[config.mk]
export PLATFORM = sky130hd
export DESIGN_NAME = mem_access_stage_flat
export DESIGN_NICKNAME = d
export VERILOG_FILES = /design/src/rtl/mem_access_stage_pkg.sv /design/src/rtl/mem_access_stage_if.sv /design/src/rtl/mem_access_stage_mem_wb_reg.sv /design/src/rtl/mem_access_stage.sv /design/src/flat_wrapper.sv
export SDC_FILE = /design/constraint.sdc
export NUM_CORES = 1
export LEC_CHECK = 0
export ABC_CLOCK_PERIOD_IN_PS = 2500
export BUFFER_PORTS_ARGS = -buffer_cell sky130_fd_sc_hd__buf_2
export CAP_MARGIN = 20
export CORE_MARGIN = 2
export CORE_UTILIZATION = 45
export DETAILED_ROUTE_END_ITERATION = 10
export PLACE_DENSITY = 0.82
export SYNTH_ARGS = -nofsm -noshare
export SYNTH_HDL_FRONTEND = slang
export SYNTH_SLANG_ARGS = --single-unit
[constraint.sdc]
create_clock -name clk -period 2.5 [get_ports clk]
set_input_delay 0.5 -clock clk [delete_from_list [all_inputs] [get_ports clk]]
set_output_delay 0.5 -clock clk [all_outputs]
set_load 0.005 [all_outputs]
[src/rtl/mem_access_stage_pkg.sv]
// Shared types and widths for the MEM stage: FSM states, word/register widths
// and the latched copy of an outstanding data-memory access.
package mem_access_stage_pkg;
  localparam int WORD_W = 32;
  localparam int REG_W  = 5;

  typedef enum logic {
    ST_IDLE = 1'b0,
    ST_WAIT = 1'b1
  } state_t;

  typedef struct packed {
    logic              we;
    logic              regwrite;
    logic              memtoreg;
    logic [WORD_W-1:0] addr;
    logic [WORD_W-1:0] wdata;
    logic [REG_W-1:0]  write_reg;
  } access_t;
endpackage

[src/rtl/mem_access_stage_if.sv]
// Data-memory request/ready port; the MEM stage is the master, the memory the slave.
interface mem_access_stage_if;
  import mem_access_stage_pkg::*;

  logic              dmem_req;
  logic              dmem_we;
  logic [WORD_W-1:0] dmem_addr;
  logic [WORD_W-1:0] dmem_wdata;
  logic              dmem_ready;
  logic [WORD_W-1:0] dmem_rdata;

  modport master (
    output dmem_req, dmem_we, dmem_addr, dmem_wdata,
    input  dmem_ready, dmem_rdata
  );

  modport slave (
    input  dmem_req, dmem_we, dmem_addr, dmem_wdata,
    output dmem_ready, dmem_rdata
  );
endinterface

[src/rtl/mem_access_stage_mem_wb_reg.sv]
// MEM/WB pipeline register. A bubble clears only the control bits so the
// data fields keep their last values.
module mem_wb_reg
  import mem_access_stage_pkg::*;
(
  input  logic              clk,
  input  logic              reset,
  input  logic              load_i,
  input  logic              bubble_i,
  input  logic              regwrite_i,
  input  logic              memtoreg_i,
  input  logic [WORD_W-1:0] read_data_i,
  input  logic [WORD_W-1:0] alu_result_i,
  input  logic [REG_W-1:0]  write_reg_i,
  output logic              regwrite_o,
  output logic              memtoreg_o,
  output logic [WORD_W-1:0] read_data_o,
  output logic [WORD_W-1:0] alu_result_o,
  output logic [REG_W-1:0]  write_reg_o
);
  logic              regwrite_q, memtoreg_q;
  logic [WORD_W-1:0] read_data_q, alu_result_q;
  logic [REG_W-1:0]  write_reg_q;

  always_ff @(posedge clk or negedge reset) begin
    if (!reset) begin
      regwrite_q   <= 1'b0;
      memtoreg_q   <= 1'b0;
      read_data_q  <= '0;
      alu_result_q <= '0;
      write_reg_q  <= '0;
    end else if (load_i) begin
      regwrite_q   <= regwrite_i;
      memtoreg_q   <= memtoreg_i;
      read_data_q  <= read_data_i;
      alu_result_q <= alu_result_i;
      write_reg_q  <= write_reg_i;
    end else if (bubble_i) begin
      regwrite_q   <= 1'b0;
      memtoreg_q   <= 1'b0;
    end
  end

  assign regwrite_o   = regwrite_q;
  assign memtoreg_o   = memtoreg_q;
  assign read_data_o  = read_data_q;
  assign alu_result_o = alu_result_q;
  assign write_reg_o  = write_reg_q;
endmodule

[src/rtl/mem_access_stage.sv]
// MIPS MEM stage: issues data-memory accesses, stalls upstream while one is
// outstanding, resolves branches and feeds the MEM/WB register.
module mem_access_stage
  import mem_access_stage_pkg::*;
#(
  parameter int TIMEOUT_CYCLES = 16,
  parameter int CNT_W          = 5
) (
  input  logic               clk,
  input  logic               reset,
  input  logic               regwrite_in,
  input  logic               memtoreg_in,
  input  logic               branch_in,
  input  logic               memread_in,
  input  logic               memwrite_in,
  input  logic               zero_in,
  input  logic [WORD_W-1:0]  alu_result_in,
  input  logic [WORD_W-1:0]  write_data_in,
  input  logic [REG_W-1:0]   write_reg_in,
  input  logic [WORD_W-1:0]  branchaddr_in,
  output logic               pcsrc,
  output logic [WORD_W-1:0]  branch_target,
  output logic               stall_out,
  mem_access_stage_if.master dmem,
  output logic               regwrite_out,
  output logic               memtoreg_out,
  output logic [WORD_W-1:0]  read_data_out,
  output logic [WORD_W-1:0]  alu_result_out,
  output logic [REG_W-1:0]   write_reg_out,
  output logic               addr_err,
  output logic               bus_err
);
  state_t            st_q, st_d;
  logic [CNT_W-1:0]  cnt_q, cnt_d;
  access_t           lat_q, lat_d;
  logic              addr_err_q, addr_err_d;
  logic              bus_err_q, bus_err_d;

  logic              memop, aligned, timeout_hit;
  logic              req, we, stall, wb_load;
  logic [WORD_W-1:0] addr, wdata;
  logic              wb_regwrite, wb_memtoreg;
  logic [WORD_W-1:0] wb_read_data, wb_alu_result;
  logic [REG_W-1:0]  wb_write_reg;

  assign memop       = memread_in | memwrite_in;
  assign aligned     = (alu_result_in[1:0] == 2'b00);
  assign timeout_hit = (TIMEOUT_CYCLES != 0) && (cnt_q == CNT_W'(TIMEOUT_CYCLES - 1));

  always_ff @(posedge clk or negedge reset) begin
    if (!reset) begin
      st_q       <= ST_IDLE;
      cnt_q      <= '0;
      lat_q      <= '0;
      addr_err_q <= 1'b0;
      bus_err_q  <= 1'b0;
    end else begin
      st_q       <= st_d;
      cnt_q      <= cnt_d;
      lat_q      <= lat_d;
      addr_err_q <= addr_err_d;
      bus_err_q  <= bus_err_d;
    end
  end

  always_comb begin
    st_d          = st_q;
    cnt_d         = cnt_q;
    lat_d         = lat_q;
    addr_err_d    = 1'b0;
    bus_err_d     = 1'b0;
    req           = 1'b0;
    we            = lat_q.we;
    addr          = lat_q.addr;
    wdata         = lat_q.wdata;
    stall         = 1'b0;
    wb_load       = 1'b0;
    wb_regwrite   = regwrite_in;
    wb_memtoreg   = memtoreg_in;
    wb_read_data  = '0;
    wb_alu_result = alu_result_in;
    wb_write_reg  = write_reg_in;
    unique case (st_q)
      ST_IDLE: begin
        cnt_d = '0;
        we    = memwrite_in;
        addr  = alu_result_in;
        wdata = write_data_in;
        if (memop && aligned) begin
          req = 1'b1;
          if (dmem.dmem_ready) begin
            wb_load      = 1'b1;
            wb_read_data = dmem.dmem_rdata;
          end else begin
            stall = 1'b1;
            lat_d = '{we: memwrite_in, regwrite: regwrite_in, memtoreg: memtoreg_in,
                      addr: alu_result_in, wdata: write_data_in, write_reg: write_reg_in};
            st_d  = ST_WAIT;
          end
        end else if (memop) begin
          addr_err_d = 1'b1;
        end else begin
          wb_load = 1'b1;
        end
      end
      ST_WAIT: begin
        req           = 1'b1;
        wb_regwrite   = lat_q.regwrite;
        wb_memtoreg   = lat_q.memtoreg;
        wb_read_data  = dmem.dmem_rdata;
        wb_alu_result = lat_q.addr;
        wb_write_reg  = lat_q.write_reg;
        // A late ready in the timeout cycle still completes the access.
        if (dmem.dmem_ready) begin
          wb_load = 1'b1;
          st_d    = ST_IDLE;
          cnt_d   = '0;
        end else if (timeout_hit) begin
          bus_err_d = 1'b1;
          st_d      = ST_IDLE;
          cnt_d     = '0;
        end else begin
          stall = 1'b1;
          cnt_d = cnt_q + CNT_W'(1);
        end
      end
      default: st_d = ST_IDLE;
    endcase
  end

  // The pending request must vanish the moment reset asserts, even mid-wait.
  assign dmem.dmem_req   = req & reset;
  assign dmem.dmem_we    = we;
  assign dmem.dmem_addr  = addr;
  assign dmem.dmem_wdata = wdata;

  assign stall_out     = stall;
  assign pcsrc         = (st_q == ST_IDLE) & branch_in & zero_in;
  assign branch_target = branchaddr_in;
  assign addr_err      = addr_err_q;
  assign bus_err       = bus_err_q;

  mem_wb_reg u_mem_wb (
    .clk          (clk),
    .reset        (reset),
    .load_i       (wb_load),
    .bubble_i     (!wb_load),
    .regwrite_i   (wb_regwrite),
    .memtoreg_i   (wb_memtoreg),
    .read_data_i  (wb_read_data),
    .alu_result_i (wb_alu_result),
    .write_reg_i  (wb_write_reg),
    .regwrite_o   (regwrite_out),
    .memtoreg_o   (memtoreg_out),
    .read_data_o  (read_data_out),
    .alu_result_o (alu_result_out),
    .write_reg_o  (write_reg_out)
  );
endmodule

[src/flat_wrapper.sv]
// flat-port wrapper written by rule: the top's interface ports become plain ports
module mem_access_stage_flat import mem_access_stage_pkg::*;
#(
  parameter int TIMEOUT_CYCLES = 16,
  parameter int CNT_W          = 5
)
  (clk, reset, regwrite_in, memtoreg_in, branch_in, memread_in, memwrite_in, zero_in, alu_result_in, write_data_in, write_reg_in, branchaddr_in, pcsrc, branch_target, stall_out, regwrite_out, memtoreg_out, read_data_out, alu_result_out, write_reg_out, addr_err, bus_err, dmem_dmem_req, dmem_dmem_we, dmem_dmem_addr, dmem_dmem_wdata, dmem_dmem_ready, dmem_dmem_rdata);
  mem_access_stage_if dmem_i ();
  input  logic clk;
  input  logic reset;
  input  logic regwrite_in;
  input  logic memtoreg_in;
  input  logic branch_in;
  input  logic memread_in;
  input  logic memwrite_in;
  input  logic zero_in;
  input  logic [WORD_W-1:0] alu_result_in;
  input  logic [WORD_W-1:0] write_data_in;
  input  logic [REG_W-1:0] write_reg_in;
  input  logic [WORD_W-1:0] branchaddr_in;
  output logic pcsrc;
  output logic [WORD_W-1:0] branch_target;
  output logic stall_out;
  output logic regwrite_out;
  output logic memtoreg_out;
  output logic [WORD_W-1:0] read_data_out;
  output logic [WORD_W-1:0] alu_result_out;
  output logic [REG_W-1:0] write_reg_out;
  output logic addr_err;
  output logic bus_err;
  output wire logic [$bits(dmem_i.dmem_req)-1:0] dmem_dmem_req;
  output wire logic [$bits(dmem_i.dmem_we)-1:0] dmem_dmem_we;
  output wire logic [$bits(dmem_i.dmem_addr)-1:0] dmem_dmem_addr;
  output wire logic [$bits(dmem_i.dmem_wdata)-1:0] dmem_dmem_wdata;
  input wire logic [$bits(dmem_i.dmem_ready)-1:0] dmem_dmem_ready;
  input wire logic [$bits(dmem_i.dmem_rdata)-1:0] dmem_dmem_rdata;
  assign dmem_dmem_req = dmem_i.dmem_req;
  assign dmem_dmem_we = dmem_i.dmem_we;
  assign dmem_dmem_addr = dmem_i.dmem_addr;
  assign dmem_dmem_wdata = dmem_i.dmem_wdata;
  assign dmem_i.dmem_ready = dmem_dmem_ready;
  assign dmem_i.dmem_rdata = dmem_dmem_rdata;
  mem_access_stage #(.TIMEOUT_CYCLES(TIMEOUT_CYCLES), .CNT_W(CNT_W)) u_core (.clk(clk), .reset(reset), .regwrite_in(regwrite_in), .memtoreg_in(memtoreg_in), .branch_in(branch_in), .memread_in(memread_in), .memwrite_in(memwrite_in), .zero_in(zero_in), .alu_result_in(alu_result_in), .write_data_in(write_data_in), .write_reg_in(write_reg_in), .branchaddr_in(branchaddr_in), .pcsrc(pcsrc), .branch_target(branch_target), .stall_out(stall_out), .dmem(dmem_i), .regwrite_out(regwrite_out), .memtoreg_out(memtoreg_out), .read_data_out(read_data_out), .alu_result_out(alu_result_out), .write_reg_out(write_reg_out), .addr_err(addr_err), .bus_err(bus_err));
endmodule
* After elaboration in Yosys (flattened, before gate mapping)
Index checks and enable logic that the tools add are counted.
** Word-level totals
- Output and inout port bits :: 173
- Word-level logic and storage cells :: 57
- Bits of input ports :: 142
- Register bits :: 151
** Operators by class
- Add/subtract/negate cells :: 1
- Equal/unequal tests :: 1
- Multiplexer cells :: 31
- Bitwise operators :: 6
- Reductions and logical operators :: 3
** Operators with widths (number)
- $mux 32 :: 4
- $pmux 32 s2 :: 1
- $mux 1 :: 19
- $mux 5 :: 3
- $pmux 5 s2 :: 1
- $pmux 1 s2 :: 3
- $add 5x1->5 const B :: 1
- $eq 5x4->1 const B :: 1
- $and 1x1->1 :: 3
- $reduce_and 3->1 :: 1
- $logic_not 2->1 :: 1
- $not 1->1 :: 2
- $logic_and 1x1->1 :: 1
- $or 1x1->1 :: 1

* Depth between registers and ports, before layout
- Depth after elaboration :: 5
- Depth in mapped cells :: 5
- Gate-level depth less buffers :: 4

* By module
A second synthesis with hierarchy kept.
** Second synthesis, totals
- Cell total of the unflattened synthesis :: 488
- Area, all modules :: 7589.8 um^2
** By module, submodules not included
- mem_access_stage :: cells each 337, area an instance 4609.4 um^2, instances 1
- mem_wb_reg :: cells each 151, area an instance 2980.4 um^2, instances 1

* Least setup slack after synthesis
OpenSTA, ideal clock, no wires.
- Path kind :: input-to-output
- Start :: input dmem_dmem_ready
- End :: output stall_out
- Cell stages on the path :: 5
- Arrival time :: 1398 ps
- Buffers on the path :: 2
- Data required time :: 2000 ps
- Setup slack :: 602 ps
- Path through :: buf_2 nor4_4 nand2_4 buf_6 nand2_1
** Between the ends
- Longest elaborated chain between the ends :: 3
** RTL lines
- start, declared :: RTL line flat_wrapper.sv:35 : input wire logic [$bits(dmem_i.dmem_ready)-1:0] dmem_dmem_ready;
- $mux 1 :: RTL line mem_access_stage.sv:91 : if (dmem.dmem_ready) begin
- $mux 1 :: RTL line mem_access_stage.sv:89 : if (memop && aligned) begin
- $pmux 1 s2 (*) :: RTL line mem_access_stage.sv:83 : unique case (st_q)
- end, declared :: RTL line flat_wrapper.sv:23 : output logic stall_out;
Mark *: on every way between the ends. The rest lies on a longest branch, timed or not.

* Worst setup path in the final report
- Start :: register u_core.st_q
- End :: output dmem_dmem_addr[18]
** Between the ends
- Longest elaborated chain between the ends :: 1
** RTL lines
- start, declared :: RTL line mem_access_stage.sv:33 : state_t st_q, st_d;
- start signal, assigned :: RTL line mem_access_stage.sv:58 : st_q <= st_d;
- $mux 32 :: RTL line mem_access_stage.sv:83
- end, declared :: RTL line flat_wrapper.sv:33 : output wire logic [$bits(dmem_i.dmem_addr)-1:0] dmem_dmem_addr;
No other way between the ends.

==> results.toml <==
[status]
status = "finished clean"

[clock_tree]
cts.clk_slew.worst_paths_ns = 0.06
cts_hold_buf = 0
clk_latency_ns = 0.41
cts_buffer_depth = 2
cts_setup_buffers = 0
cts_tree = "built"
cts_htree_levels = 4
clock_sinks = 151
cts_buffers = 17
root_buffer = "clkbuf_16"

[critical_path]
cp.required_ns = 2.00
cp_cell_sequence = "buf_4 > mux2_2 > buf_2"
cpPeakStageDelay_ns = 0.48
cp_top_family = "buffers and inverters"
worstPathArrival_ns = 1.93
endpoint_kind = "output pin"
slowest_stage = "dfrtp_4"
crit_type = "flip-flop to output pin"
rrSetupSlack_ns = 0.47
critPathBufInv = 2
crit_fanout = 40
cp-start-kind = "flip-flop"

[yosys]
async_reset_ff_frac = 1.00
avgSynthCellArea_sq_um = 14.4
synthSimpleGateAreaFrac = 0.0541
synthMuxAreaShare = 0.245
synth_top_family_by_area = "multiplexers"
yosysWarnings = 0
netlist_instances = 504
yosys_register_bits = 151
synth_compound_area_frac = 0.111
synthesis.area_sq_mm = 0.00727
syn_nets = 647
synthXorXnorAreaFrac = 0.00241
synth_fa_ha_area_frac = 0.00172
synth_cell_types = 33
ys_seq_area_frac = 0.520
synth-edff-count = 0
synth_ff_type = "dfrtp_1"

[sta]
rsz0062_at_grt = "true"
drv_slew = 0
post-route-period-util = 0.974
relSlewSlack = 0.464
finClkSkew_ns = 0.00552
fin_crit_ns = 2.43
timing.fmax_ghz = 0.411
finalSetupViolations = 0
finalHoldViolCount = 0
worst_pin_slew_ns = 0.804
tns_ns = 0

[global_routing]
antenna_found_initial = 1
gr-total-overflow = 0
grt_pass1_vias = 4992
grt_max_degree = 152
grt_pass1_wl_microns = 26200
grt_use_total = 0.198

[route]
via_per_inst = 5.36
drt_iter0_markers = 169
vias = 5073
drtPass1Iterations = 4
wl_per_cell_microns = 18.3
ant_nets = 0
routed_wl_microns = 17400
drcViolationCount = 0

[floorplanning]
rows = 46
pin_count = 315
initial_core_util = 0.459
core-area_sq_mm = 0.0158
dieArea_sq_mm = 0.0172
die_y_microns = 131
die_x_microns = 131

[power]
power.leakage_nw = 4.46
power.density_mw_per_mm2 = 813
irDropWorstVdd_v = 0.000554

[job]
cap_viol_max_count = 0

[cells_and_area]
synthToLayoutAreaGrowth_pct = 25.6
final_area_sq_mm = 0.00913
num_antenna_cells = 0
drive_gt1_frac = 0.651
fin_nets = 861
fin_util = 0.577

[hold_path]
min_path_type = "input port to asynchronous set/reset pin"

[place]
placed_cell_area_sq_mm = 0.00847
routabilityCongestion = 0.788
hpwl_microns = 11700
portBuffers = 250
[layout make-up]
cell class | count | area, sq um
fillers | 1265 | 6700
flip-flops and latches | 151 | 3780
multi-input cells | 283 | 3020
repair buffers | 263 | 1420
clock buffers | 19 | 433
well taps | 216 | 270
clock inverters | 12 | 201
inverters | 2 | 7.51
[routing by layer]
layer	share of wire	track usage	vias up
li1	-	-	2278
met1	0.43	0.257	2542
met2	0.48	0.324	227
met3	0.068	0.0491	26
met4	0.019	0.0713	0
met5	0	0	-
[metrics by stage]
| stage | std cells | total power [W] | setup WS [ns] | hold slack (ns) |
|---|---|---|---|---|
| detailed placement | 914 | 0.00469 | 0.283 | 0.474 |
| floorplan | 504 | 0.00406 | 0.602 | 0.204 |
| finish | 946 | 0.00742 | 0.0655 | 0.265 |
| global route | 946 | 0.00778 | -0.0404 | 0.309 |
| CTS | 945 | 0.00749 | 0.0430 | 0.293 |
| global placement | 914 | 0.00464 | 0.294 | 0.451 |
[worst register-to-register path, delay by kind of cell (launching register included)]
family	cells	cell delay, ns
compound gates	2	0.81
flops	1	0.53
buf+inv	2	0.58
[synthesized netlist by cell type (2+ instances only)]
| master | count | share of area |
|---|---|---|
| mux2_2 | 67 | 0.10 |
| nand3_1 | 2 | 0.0014 |
| a32o_1 | 32 | 0.044 |
| or2_2 | 36 | 0.031 |
| clkbuf_1 | 10 | 0.0052 |
| o21ai_0 | 3 | 0.0021 |
| mux2_4 | 67 | 0.14 |
| inv_1 | 2 | 0.0010 |
| buf_2 | 16 | 0.011 |
| mux2i_1 | 2 | 0.0028 |
| o221a_2 | 7 | 0.011 |
| buf_4 | 32 | 0.033 |
| nor3_1 | 2 | 0.0014 |
| and2_1 | 3 | 0.0026 |
| nor2b_1 | 3 | 0.0026 |
| nor2_1 | 11 | 0.0057 |
| dfrtp_1 | 151 | 0.52 |
| o221a_1 | 30 | 0.046 |
| nand2_1 | 5 | 0.0026 |
| buf_6 | 10 | 0.015 |
[path summary, 6_finish.rpt]
kind,cells after the start,endpoint,start
min in group clk,2,u_core.lat_q[29],write_data_in[24]
max reg2reg,4,u_core.u_mem_wb.alu_result_o[25],u_core.st_q
min reg2reg,1,u_core.cnt_q[0],u_core.cnt_q[0]
max in group asynchronous,2,u_core.st_q,reset
max,3,dmem_dmem_addr[18],u_core.st_q
min,2,u_core.u_mem_wb.alu_result_o[4],reset
[sequential cells by signal, summed over array words and instances, names as in the netlist, 5 cells and up]
| name | flops |
|---|---|
| u_core.u_mem_wb.read_data_o | 32 |
| u_core.u_mem_wb.write_reg_o | 5 |
| u_core.lat_q | 72 |
| u_core.u_mem_wb.alu_result_o | 32 |
| u_core.cnt_q | 5 |
[cells in the final DEF, fill, tap and decap left out, types with 3 or more instances in the layout]
| cell type | netlist | layout |
|---|---|---|
| bufinv_16 | 0 | 5 |
| and2_1 | 3 | 3 |
| buf_12 | 0 | 4 |
| buf_2 | 16 | 249 |
| nor2b_1 | 3 | 3 |
| mux2_2 | 67 | 67 |
| mux2_4 | 67 | 67 |
| clkbuf_16 | 0 | 17 |
| nand2_1 | 5 | 5 |
| o221a_2 | 7 | 7 |
| dfrtp_1 | 151 | 150 |
| or2_2 | 36 | 36 |
| a32o_1 | 32 | 32 |
| o221a_1 | 30 | 30 |
| nor2_1 | 11 | 11 |
| buf_4 | 32 | 7 |
| o21ai_0 | 3 | 3 |
[kinds of logic after synthesis]
group | after synthesis
DFF | 151
and+or+nand+nor | 66
muxes | 136
adders and majority gates | 1
buffers and inverters | 70
AOI/OAI and AO/OA | 78
xor gates and xnor gates | 2
[where the power goes]
part | internal [W] | switching (W)
Combinational | 0.000911 | 0.000585
Clock | 0.00177 | 0.000999
Sequential | 0.00289 | 0.000273
[repair_timing]
action | 4_1_cts | 5_1_grt
resized for setup | 1 | 0
setup endpoints to repair | 1 | 32
gates cloned | 0 | 0
Power figures use the tool's default switching activity.
